--- config.mk ---
export PLATFORM = sky130hd
export DESIGN_NAME = joystick_scanner_flat
export DESIGN_NICKNAME = d
export VERILOG_FILES = /design/src/rtl/joystick_scanner_if.sv /design/src/rtl/joystick_scanner.sv /design/src/flat_wrapper.sv
export SDC_FILE = /design/constraint.sdc
export NUM_CORES = 1
export LEC_CHECK = 0
export BUFFER_PORTS_ARGS = -buffer_cell sky130_fd_sc_hd__buf_2
export CAP_MARGIN = 5
export CORE_MARGIN = 5
export CORE_UTILIZATION = 40
export DETAILED_ROUTE_END_ITERATION = 8
export GPL_ROUTABILITY_DRIVEN = 0
export PLACE_DENSITY = 0.71
export SYNTH_ARGS = -nofsm -noshare
export SYNTH_HDL_FRONTEND = slang
export SYNTH_SLANG_ARGS = --single-unit
--- constraint.sdc ---
create_clock -name clk -period 3 [get_ports clk]
set_clock_uncertainty 0.05 [all_clocks]
set_input_delay 0.3 -clock clk [delete_from_list [all_inputs] [get_ports clk]]
set_output_delay 0.3 -clock clk [all_outputs]
set_load 0.005 [all_outputs]
--- src/rtl/joystick_scanner_if.sv ---
// DRP read port between joystick_scanner and the XADC wizard.
// The scanner is the master; the XADC side is the slave.
interface joystick_scanner_if;
    logic [6:0]  daddr;
    logic        den;
    logic        drdy;
    logic [15:0] do_data;

    modport master (
        output daddr,
        output den,
        input  drdy,
        input  do_data
    );

    modport slave (
        input  daddr,
        input  den,
        output drdy,
        output do_data
    );
endinterface

--- src/rtl/joystick_scanner.sv ---
// XADC DRP read sequencer and two-player joystick direction decoder.
// Optional JOYSTICK_SCANNER_DEBOUNCE_EN: two-scan agreement per axis.
module joystick_scanner #(
    parameter logic [6:0]  CH0_ADDR       = 7'h16,
    parameter logic [6:0]  CH1_ADDR       = 7'h1E,
    parameter logic [6:0]  CH2_ADDR       = 7'h17,
    parameter logic [6:0]  CH3_ADDR       = 7'h1F,
    parameter logic [11:0] LO_ON          = 12'h400,
    parameter logic [11:0] LO_OFF         = 12'h600,
    parameter logic [11:0] HI_ON          = 12'hC00,
    parameter logic [11:0] HI_OFF         = 12'hA00,
    parameter int          TIMEOUT_CYCLES = 255
) (
    input  logic               clk,
    input  logic               reset,
    input  logic               frame_tick,
    joystick_scanner_if.master drp,
    output logic               p1_up,
    output logic               p1_down,
    output logic               p1_left,
    output logic               p1_right,
    output logic               p2_up,
    output logic               p2_down,
    output logic               p2_left,
    output logic               p2_right,
    output logic               scan_done,
    output logic               timeout_err
);
    localparam int CW = $clog2(TIMEOUT_CYCLES + 1);
    localparam logic [CW-1:0] TO_LAST = CW'(TIMEOUT_CYCLES - 1);

    typedef enum logic [1:0] {IDLE, ISSUE, WAIT, UPDATE} state_t;

    state_t        state, state_nx;
    logic [1:0]    idx;
    logic [CW-1:0] cnt;
    logic [11:0]   smp;
    logic          smp_ok;
    logic [3:0]    lo_q, hi_q;
    logic          nx_lo, nx_hi;
    logic          unused_lsb;

    assign unused_lsb = ^drp.do_data[3:0];

    always_ff @(posedge clk or negedge reset) begin
        if (!reset) state <= IDLE;
        else        state <= state_nx;
    end

    always_comb begin
        state_nx  = state;
        drp.den   = 1'b0;
        scan_done = 1'b0;
        unique case (state)
            IDLE:   if (frame_tick) state_nx = ISSUE;
            ISSUE: begin
                drp.den  = 1'b1;
                state_nx = WAIT;
            end
            WAIT:   if (drp.drdy || cnt == TO_LAST) state_nx = UPDATE;
            UPDATE: begin
                scan_done = (idx == 2'd3);
                state_nx  = (idx == 2'd3) ? IDLE : ISSUE;
            end
            default: state_nx = IDLE;
        endcase
    end

    // Address follows idx, which only moves on UPDATE, so it is stable
    // from ISSUE through WAIT.
    always_comb begin
        drp.daddr = CH0_ADDR;
        unique case (idx)
            2'd0: drp.daddr = CH0_ADDR;
            2'd1: drp.daddr = CH1_ADDR;
            2'd2: drp.daddr = CH2_ADDR;
            2'd3: drp.daddr = CH3_ADDR;
            default: drp.daddr = CH0_ADDR;
        endcase
    end

    // Hysteresis: set thresholds win over release thresholds and
    // force the opposite flag of the axis low.
    always_comb begin
        nx_lo = lo_q[idx];
        nx_hi = hi_q[idx];
        if (smp >= LO_OFF) nx_lo = 1'b0;
        if (smp <= HI_OFF) nx_hi = 1'b0;
        if (smp <= LO_ON) begin
            nx_lo = 1'b1;
            nx_hi = 1'b0;
        end
        if (smp >= HI_ON) begin
            nx_hi = 1'b1;
            nx_lo = 1'b0;
        end
    end

`ifdef JOYSTICK_SCANNER_DEBOUNCE_EN
    logic [3:0][1:0] pend_q;
`endif

    always_ff @(posedge clk or negedge reset) begin
        if (!reset) begin
            idx         <= 2'd0;
            cnt         <= '0;
            smp         <= '0;
            smp_ok      <= 1'b0;
            timeout_err <= 1'b0;
            lo_q        <= '0;
            hi_q        <= '0;
`ifdef JOYSTICK_SCANNER_DEBOUNCE_EN
            pend_q      <= '0;
`endif
        end else begin
            unique case (state)
                IDLE: if (frame_tick) idx <= 2'd0;
                ISSUE: begin
                    cnt    <= '0;
                    smp_ok <= 1'b0;
                end
                WAIT: begin
                    if (drp.drdy) begin
                        smp    <= drp.do_data[15:4];
                        smp_ok <= 1'b1;
                    end else begin
                        cnt <= cnt + CW'(1);
                        if (cnt == TO_LAST) timeout_err <= 1'b1;
                    end
                end
                UPDATE: begin
                    idx <= idx + 2'd1;
                    if (smp_ok) begin
`ifdef JOYSTICK_SCANNER_DEBOUNCE_EN
                        pend_q[idx] <= {nx_hi, nx_lo};
                        if (pend_q[idx] == {nx_hi, nx_lo}) begin
                            lo_q[idx] <= nx_lo;
                            hi_q[idx] <= nx_hi;
                        end
`else
                        lo_q[idx] <= nx_lo;
                        hi_q[idx] <= nx_hi;
`endif
                    end
                end
                default: ;
            endcase
        end
    end

    assign p1_up    = lo_q[0];
    assign p1_down  = hi_q[0];
    assign p1_left  = lo_q[1];
    assign p1_right = hi_q[1];
    assign p2_up    = lo_q[2];
    assign p2_down  = hi_q[2];
    assign p2_left  = lo_q[3];
    assign p2_right = hi_q[3];
endmodule

--- src/flat_wrapper.sv ---
// flat-port wrapper written by rule: the top's interface ports become plain ports
module joystick_scanner_flat 
#(
    parameter logic [6:0]  CH0_ADDR       = 7'h16,
    parameter logic [6:0]  CH1_ADDR       = 7'h1E,
    parameter logic [6:0]  CH2_ADDR       = 7'h17,
    parameter logic [6:0]  CH3_ADDR       = 7'h1F,
    parameter logic [11:0] LO_ON          = 12'h400,
    parameter logic [11:0] LO_OFF         = 12'h600,
    parameter logic [11:0] HI_ON          = 12'hC00,
    parameter logic [11:0] HI_OFF         = 12'hA00,
    parameter int          TIMEOUT_CYCLES = 255
)
  (clk, reset, frame_tick, p1_up, p1_down, p1_left, p1_right, p2_up, p2_down, p2_left, p2_right, scan_done, timeout_err, drp_daddr, drp_den, drp_drdy, drp_do_data);
  joystick_scanner_if drp_i ();
  input  logic clk;
  input  logic reset;
  input  logic frame_tick;
  output logic p1_up;
  output logic p1_down;
  output logic p1_left;
  output logic p1_right;
  output logic p2_up;
  output logic p2_down;
  output logic p2_left;
  output logic p2_right;
  output logic scan_done;
  output logic timeout_err;
  output wire logic [$bits(drp_i.daddr)-1:0] drp_daddr;
  output wire logic [$bits(drp_i.den)-1:0] drp_den;
  input wire logic [$bits(drp_i.drdy)-1:0] drp_drdy;
  input wire logic [$bits(drp_i.do_data)-1:0] drp_do_data;
  assign drp_daddr = drp_i.daddr;
  assign drp_den = drp_i.den;
  assign drp_i.drdy = drp_drdy;
  assign drp_i.do_data = drp_do_data;
  joystick_scanner #(.CH0_ADDR(CH0_ADDR), .CH1_ADDR(CH1_ADDR), .CH2_ADDR(CH2_ADDR), .CH3_ADDR(CH3_ADDR), .LO_ON(LO_ON), .LO_OFF(LO_OFF), .HI_ON(HI_ON), .HI_OFF(HI_OFF), .TIMEOUT_CYCLES(TIMEOUT_CYCLES)) u_core (.clk(clk), .reset(reset), .frame_tick(frame_tick), .drp(drp_i), .p1_up(p1_up), .p1_down(p1_down), .p1_left(p1_left), .p1_right(p1_right), .p2_up(p2_up), .p2_down(p2_down), .p2_left(p2_left), .p2_right(p2_right), .scan_done(scan_done), .timeout_err(timeout_err));
endmodule
# Yosys cells after proc, flatten, opt, wreduce, memory -nomap -nowiden
# Cells that the tools add are included.
[word_totals]
out_inout_bits = 18
reg_bits = 34
input_bits = 20
word_cells = 68
[classes]
bitwise = 1
n_lt_le_gt_ge = 6
mux = 27
eq_ne = 11
n_reduce_logical = 13
add_sub_neg = 2
[op_table]
columns = ["op", "count"]
rows = [
  ["$pmux 7 s4", 1],
  ["$pmux 8 s2", 1],
  ["$mux 1", 13],
  ["$ge 12x11->1 const B", 1],
  ["$ge 12x12->1 const B", 1],
  ["$le 12x11->1 const B", 1],
  ["$le 12x12->1 const B", 1],
  ["$reduce_and 2->1", 6],
  ["$add 8x1->8 const B", 1],
  ["$bwmux 4", 2],
  ["$eq 2x2->1 const B", 4],
  ["$eq 8x8->1 const B", 1],
  ["$mux 8", 1],
  ["$pmux 2 s4", 1],
  ["$mux 2", 3],
  ["$ne 2x2->1 const B", 3],
  ["$bmux 1 s2", 2],
  ["$eq 2x1->1 const B", 2],
  ["$logic_not 2->1", 2],
  ["$pmux 2 s2", 1],
  ["$reduce_bool 2->1", 2],
  ["$lt 2x3->1 const B", 1],
  ["$reduce_and 3->1", 1],
  ["$add 2x1->2 const B", 1],
  ["7 further kinds", 7],
]

# Logic depth before layout (Yosys ltp)
# Gate-level depths: netlist of the first run.
[logic_depth]
ltp_word = 6
mapped_depth = 8

# Least setup slack after synthesis of the first run
# OpenSTA, ideal clock, no wires.
[synth_path]
kind = "flip-flop to flip-flop"
startpoint = "register u_core.state[0]"
endpoint = "register u_core.smp[11]"
setup_ns = 0.125
required_time_ns = 2.825
path_stages_with_launch = 8
path_slack_ns = 1.137
period_less_slack_ns = 1.863
n_path_buf = 3
arrival_time_ns = 1.688
path_cell_list = "dfrtp_1 inv_1 ha_1 buf_2 and2_1 clkbuf_1 buf_2 mux2_2"
[synth_between]
elab_chain_cells = 2
[synth_rtl]
columns = ["element", "line_no", "source"]
rows = [
  ["start: declaration", "joystick_scanner.sv:34", "state_t state, state_nx;"],
  ["start signal: assignment", "joystick_scanner.sv:47", "else state <= state_nx;"],
  ["$eq 2x2->1", "joystick_scanner.sv:116", "unique case (state)"],
  ["$reduce_and 2->1 (no source line)", "--", ""],
  ["end signal: assignment", "joystick_scanner.sv:124", "smp <= drp.do_data[15:4];"],
  ["end: declaration", "joystick_scanner.sv:37", "logic [11:0] smp;"],
]
# Every way passes these cells.
# A chain may end at the register's enable or synchronous reset.

# Final worst setup path of the first run
[layout_path]
startpoint = "register u_core.state[0]"
endpoint = "register u_core.smp[2]"
# The elaborated chain is that of the path after synthesis.

==> results of run 1 <==
## cells by family after synthesis
family	share of synthesized area
XOR/XNOR	0.004944
AND/OR/NAND/NOR	0.1420
flip-flops	0.4802
multiplexers	0.1427
other	0.004239
AO/OA/AOI/OAI	0.09393
buffers and inverters	0.05438
adder cells (fa/ha/maj)	0.07768
## worst max path at each step
stage	startpoint	to	slack, ns	cells past startpoint
6_report	u_core.state[0]	u_core.smp[2]	0.99	4
5_1_grt	u_core.state[0]	u_core.smp[5]	0.81	4
4_1_cts	u_core.state[0]	u_core.smp[11]	0.95	4
3_5_place_dp	u_core.state[0]	u_core.smp[11]	0.95	4
3_3_place_gp	u_core.state[0]	u_core.smp[0]	0.95	4
2_1_floorplan	u_core.state[0]	u_core.smp[11]	1.14	7
## metal layers
| metal | share of wire | vias up | track usage |
|---|---|---|---|
| li1 | - | 623 | - |
| met1 | 0.44 | 610 | 0.1434 |
| met2 | 0.49 | 28 | 0.2072 |
| met3 | 0.057 | 8 | 0.04846 |
| met4 | 0.020 | 0 | 0.05769 |
| met5 | 0 | - | 0 |
## state kept, by name, summed over array words and instances, names as in the netlist
| name | cells |
|---|---|
| u_core.smp | 12 |
| u_core.state | 2 |
| u_core.smp_ok | 1 |
| u_core.timeout_err | 1 |
| u_core.lo_q | 4 |
| u_core.cnt | 8 |
| u_core.idx | 2 |
| u_core.hi_q | 4 |
## area by class of cell
| class | instances | area (sq um) | area share |
|---|---|---|---|
| Timing Repair Buffer | 28 | 140.1 | 0.06763 |
| Multi-Input combinational cell | 113 | 835.8 | 0.4034 |
| Clock inverter | 2 | 60.06 | 0.02899 |
| Inverter | 10 | 37.54 | 0.01812 |
| Sequential cell | 34 | 850.8 | 0.4106 |
| Clock buffer | 6 | 82.58 | 0.03986 |
| Tap cell | 52 | 65.06 | 0.03140 |
## report_power, final
group	total [mW]	leakage (nW)	switching (mW)	internal [mW]
Clock	0.523	0.0714	0.168	0.354
Sequential	0.773	0.436	0.147	0.626
Combinational	0.672	0.475	0.338	0.334
Total	1.97	0.982	0.654	1.31
## cells in the final DEF (no fill, tap or decap), types with 2 or more instances in the layout
cell type | Yosys | final
or2_2 | 2 | 2
buf_2 | 2 | 28
nor2_1 | 4 | 4
and2_1 | 3 | 3
o22ai_1 | 5 | 5
dfrtp_1 | 34 | 34
conb_1 | 2 | 5
bufinv_16 | 0 | 2
o21ai_0 | 7 | 7
a21oi_1 | 4 | 4
nand2_1 | 16 | 16
o31ai_1 | 3 | 3
nand4_1 | 4 | 4
ha_1 | 11 | 11
nand3_1 | 6 | 6
mux2i_1 | 5 | 5
mux2_2 | 16 | 16
inv_1 | 10 | 10
clkbuf_8 | 0 | 6
and4_1 | 2 | 2
nand2b_1 | 5 | 5
## Yosys cell counts
library cell / instances
a21oi_1: 4
a2bb2oi_1: 1
a31o_2: 1
a31oi_1: 1
a32o_1: 1
a41oi_1: 1
and2_1: 3
and3_1: 1
and4_1: 2
and4b_1: 1
buf_1: 1
buf_2: 2
buf_4: 5
clkbuf_1: 2
conb_1: 2
dfrtp_1: 34
ha_1: 11
inv_1: 10
mux2_2: 16
mux2i_1: 5
mux4_2: 1
nand2_1: 16
nand2b_1: 5
nand3_1: 6
nand4_1: 4
nor2_1: 4
nor2b_1: 1
nor3_1: 1
nor4_1: 1
o211ai_1: 1
o21a_1: 1
o21ai_0: 7
o22ai_1: 5
o31ai_1: 3
or2_2: 2
or4_1: 1
xnor2_1: 1
## worst max-delay path: stages, from the launching register on
cell	delay [ns]
dfrtp_1	0.41
inv_1	0.12
ha_1	0.36
and2_1	0.56
mux2_2	0.40
==> flow_summary.json, run 1 <==
{
  "status": "finished clean",
  "post-route-min-period_ns": 2.015,
  "rows": 24,
  "fmax_mhz": 496.3,
  "criticalPathCategory": "register to register",
  "slew_headroom": 0.4884,
  "critPathCaptureType": "register",
  "power.density_nw_per_um2": 949.8,
  "hold_ws_ns": 0.03577,
  "total_power_mw": 1.968,
  "num_antenna_cells": 0,
  "io_pins": 38,
  "fillers": 421,
  "grt_overflow": 0,
  "wl_mm": 3.380,
  "cts.path.max_buffers": 2,
  "timing.rr.start": "u_core.state[0]",
  "synth.area.top_cells": "dfrtp_1, mux2_2, ha_1, nand2_1, mux2i_1",
  "antenna_found_initial": 0,
  "cts_made_buffers": 5,
  "syn-cell-area_sq_um": 1772,
  "clock_latency_ns": 0.29,
  "grt_usage": 0.1259,
  "first_global_vias": 1315,
  "crit_fanout": 14,
  "setup_viol": 0,
  "setup_tns_ns": 0,
  "core-area_sq_um": 4324,
  "fp.dieH_um": 76.55,
  "synth_cell_types": 37,
  "cts_tree": "built",
  "cts.clk_slew.worst_paths_ns": 0.07,
  "ys_seq_area_frac": 0.4802,
  "num_vias": 1269,
  "portBuffers": 28,
  "ys_warn_count": 0,
  "fin_util": 0.4792,
  "drv_cap": 0,
  "grt_max_degree": 35,
  "cts_resized": 0,
  "peakVddDrop_mv": 0.3283,
  "place_area_sq_um": 1929,
  "tightest_slew_ns": 0.7674,
  "cts.sinks": 34,
  "worstReg2RegEnd": "u_core.smp[2]",
  "synth_top_area_frac": 0.4802,
  "slew_violations": 0,
  "start_kind": "register",
  "avgRoutedWirePerCell_um": 13.80,
  "root_buffer": "clkbuf_8",
  "finalCritPeriodShare": 0.6716,
  "dp.cells": 237,
  "drc": 0,
  "avgSynthCellArea_sq_um": 10.80,
  "cp.required_ns": 3.12,
  "post-place-ws_ns": 0.9494,
  "ant_nets": 0,
  "worstPathArrival_ns": 2.14,
  "cts.hold.buffers_added": 0,
  "fin_nets": 223,
  "avgViaCountPerCell": 5.180,
  "drt_first_pass_iters": 4,
  "r2r_slack_ns": 0.99,
  "die-area_sq_um": 5860,
  "timing.final.ws_setup_ns": 0.9851,
  "stdcell_count": 245,
  "dp_hpwl_mm": 2.505,
  "syn_to_final_growth_pct": 16.95,
  "p_leak_nw": 0.9824,
  "rsz0062_at_grt": "no",
  "htree_levels": 2,
  "drive_gt1_frac": 0.2902,
  "die_x_um": 76.55,
  "reg2reg_depth": 4,
  "synth-seq-cells": 34,
  "start_util": 0.4097,
  "synth_top_area_cell": "dfrtp_1",
  "min_path_type": "primary input to async pin",
  "hold_viol": 0,
  "grt_pass1_wl_mm": 5.878,
  "dr.first_iter.drc_count": 92,
  "synth_cells": 164,
  "finish.instance_area_sq_um": 2072,
  "postCtsSetupRepairBufs": 0
}
No activity file was read; power rests on OpenSTA's default activity.
==> inputs of run 2 (changes only) <==
Clock period 3 ns to 2 ns, I/O delays scaled along.
==> flow_summary.json, run 2 (synthesized netlist as in run 1, its figures left out) <==
{
  "postCtsSetupRepairBufs": 0,
  "root_buffer": "clkbuf_8",
  "criticalPathCategory": "register to primary output",
  "stdcell_count": 249,
  "cp.required_ns": 1.75,
  "htree_levels": 2,
  "syn_to_final_growth_pct": 18.50,
  "num_vias": 1264,
  "grt_max_degree": 35,
  "grt_pass1_wl_mm": 6.058,
  "ant_nets": 0,
  "start_kind": "register",
  "crit_fanout": 6,
  "cts_made_buffers": 5,
  "drt_first_pass_iters": 4,
  "slew_headroom": 0.5018,
  "drive_gt1_frac": 0.2995,
  "cts_resized": 0,
  "dp.cells": 240,
  "tightest_slew_ns": 0.7474,
  "critPathCaptureType": "primary output",
  "fin_nets": 227,
  "crit_family": "flip-flops",
  "post-place-ws_ns": 0.2664,
  "fmax_mhz": 553.7,
  "rsz0062_at_grt": "no",
  "peakVddDrop_mv": 0.5999,
  "cts.hold.buffers_added": 1,
  "cts.clk_slew.worst_paths_ns": 0.08,
  "slew_violations": 0,
  "drc": 0,
  "layout_commonest_cell": "dfrtp_1",
  "dr.first_iter.drc_count": 89,
  "crit_slowest_cell": "dfrtp_1",
  "fp.dieH_um": 76.55,
  "avgRoutedWirePerCell_um": 13.48,
  "dp_hpwl_mm": 2.527,
  "wl_mm": 3.356,
  "core-area_sq_um": 4324,
  "start_util": 0.4097,
  "die-area_sq_um": 5860,
  "antenna_found_initial": 0,
  "path_buf_inv": 2,
  "portBuffers": 28,
  "clock_latency_ns": 0.29,
  "reg.largest.list": "u_core.smp (12), u_core.cnt (8)",
  "post-route-min-period_ns": 1.806,
  "largest_register_ffs": 12,
  "avgViaCountPerCell": 5.076,
  "die_x_um": 76.55,
  "worstPathArrival_ns": 1.56,
  "slowest_delay_ns": 0.42,
  "rows": 24,
  "min_path_type": "primary input to register",
  "regMostFlops": "u_core.smp",
  "status": "finished clean",
  "grt_overflow": 0,
  "setup_tns_ns": 0,
  "power.density_nw_per_um2": 1414,
  "cts_tree": "built",
  "worstPathCellList": "buf_4 > ha_1 > or2_2 > buf_2",
  "timing.final.ws_setup_ns": 0.1939,
  "cts.sinks": 34,
  "drv_cap": 0,
  "p_leak_nw": 0.9990,
  "final_cell_mix": "dfrtp_1, buf_2, mux2_2, nand2_1, ha_1",
  "hold_viol": 0,
  "setup_viol": 0,
  "cts.path.max_buffers": 2,
  "first_global_vias": 1288,
  "grt_usage": 0.1281,
  "io_pins": 38,
  "finalCritPeriodShare": 0.9031,
  "num_antenna_cells": 0,
  "total_power_mw": 2.969
}
[run 2: changes by cell type in the layout (fill, tap and decap cells not counted)]
cell,previous run,this run
buf_4,0,3
clkbuf_8,6,5
clkinv_4,0,1
dlygate4sd3_1,0,1
[run 2: layout make-up]
| type | instances | area [sq um] |
|---|---|---|
| Clock buffer | 5 | 68.82 |
| Clock inverter | 3 | 68.82 |
| Fill cell | 427 | 2225 |
| Inverter | 10 | 37.54 |
| Multi-Input combinational cell | 113 | 835.8 |
| Sequential cell | 34 | 850.8 |
| Tap cell | 52 | 65.06 |
| Timing Repair Buffer | 32 | 172.7 |
[run 2: worst register-to-register path, cell delays in order, from the launching register on]
cell	delay (ns)
dfrtp_1	0.42
inv_1	0.14
ha_1	0.21
buf_4	0.17
nand2b_1	0.09
a41oi_1	0.31
a21oi_1	0.11
a2bb2oi_1	0.15
[run 2: power breakdown]
| group | switching (mW) | internal, mW |
|---|---|---|
| Combinational | 0.526 | 0.528 |
| Sequential | 0.209 | 0.938 |
| Clock | 0.269 | 0.500 |
[run 2: final timing paths]
path,startpoint,endpoint,slack [ns],cells past startpoint
max,u_core.idx[0],drp_daddr[3],0.19,4
min,drp_do_data[12],u_core.smp[8],0.08,2
max reg2reg,u_core.state[0],u_core.state[0],0.24,7
min reg2reg,u_core.timeout_err,u_core.timeout_err,0.43,1
max in group asynchronous,reset,u_core.cnt[4],0.96,2
min in group asynchronous,reset,u_core.smp[8],0.46,2
[run 2: per-layer routing]
| metal | routed length (um) | part of all wire | GRT usage | up-vias |
|---|---|---|---|---|
| met3 | 204 | 0.061 | 0.03664 | 7 |
| met1 | 1485 | 0.44 | 0.1602 | 593 |
| met2 | 1573 | 0.47 | 0.1935 | 31 |
| met5 | 0 | 0 | 0 | - |
| met4 | 92 | 0.027 | 0.07867 | 0 |
| li1 | - | - | - | 633 |
[run 2: per-stage QoR]
step | utilization | area [sq um] | hold slack (ns)
after CTS | 0.4855 | 2100 | 0.08155
after global placement | 0.4514 | 1952 | 0.2597
after global routing | 0.4855 | 2100 | 0.07974
after floorplan | - | 1783 | -0.1456
final | 0.4855 | 2100 | 0.08490
after detailed placement | 0.4514 | 1952 | 0.2641
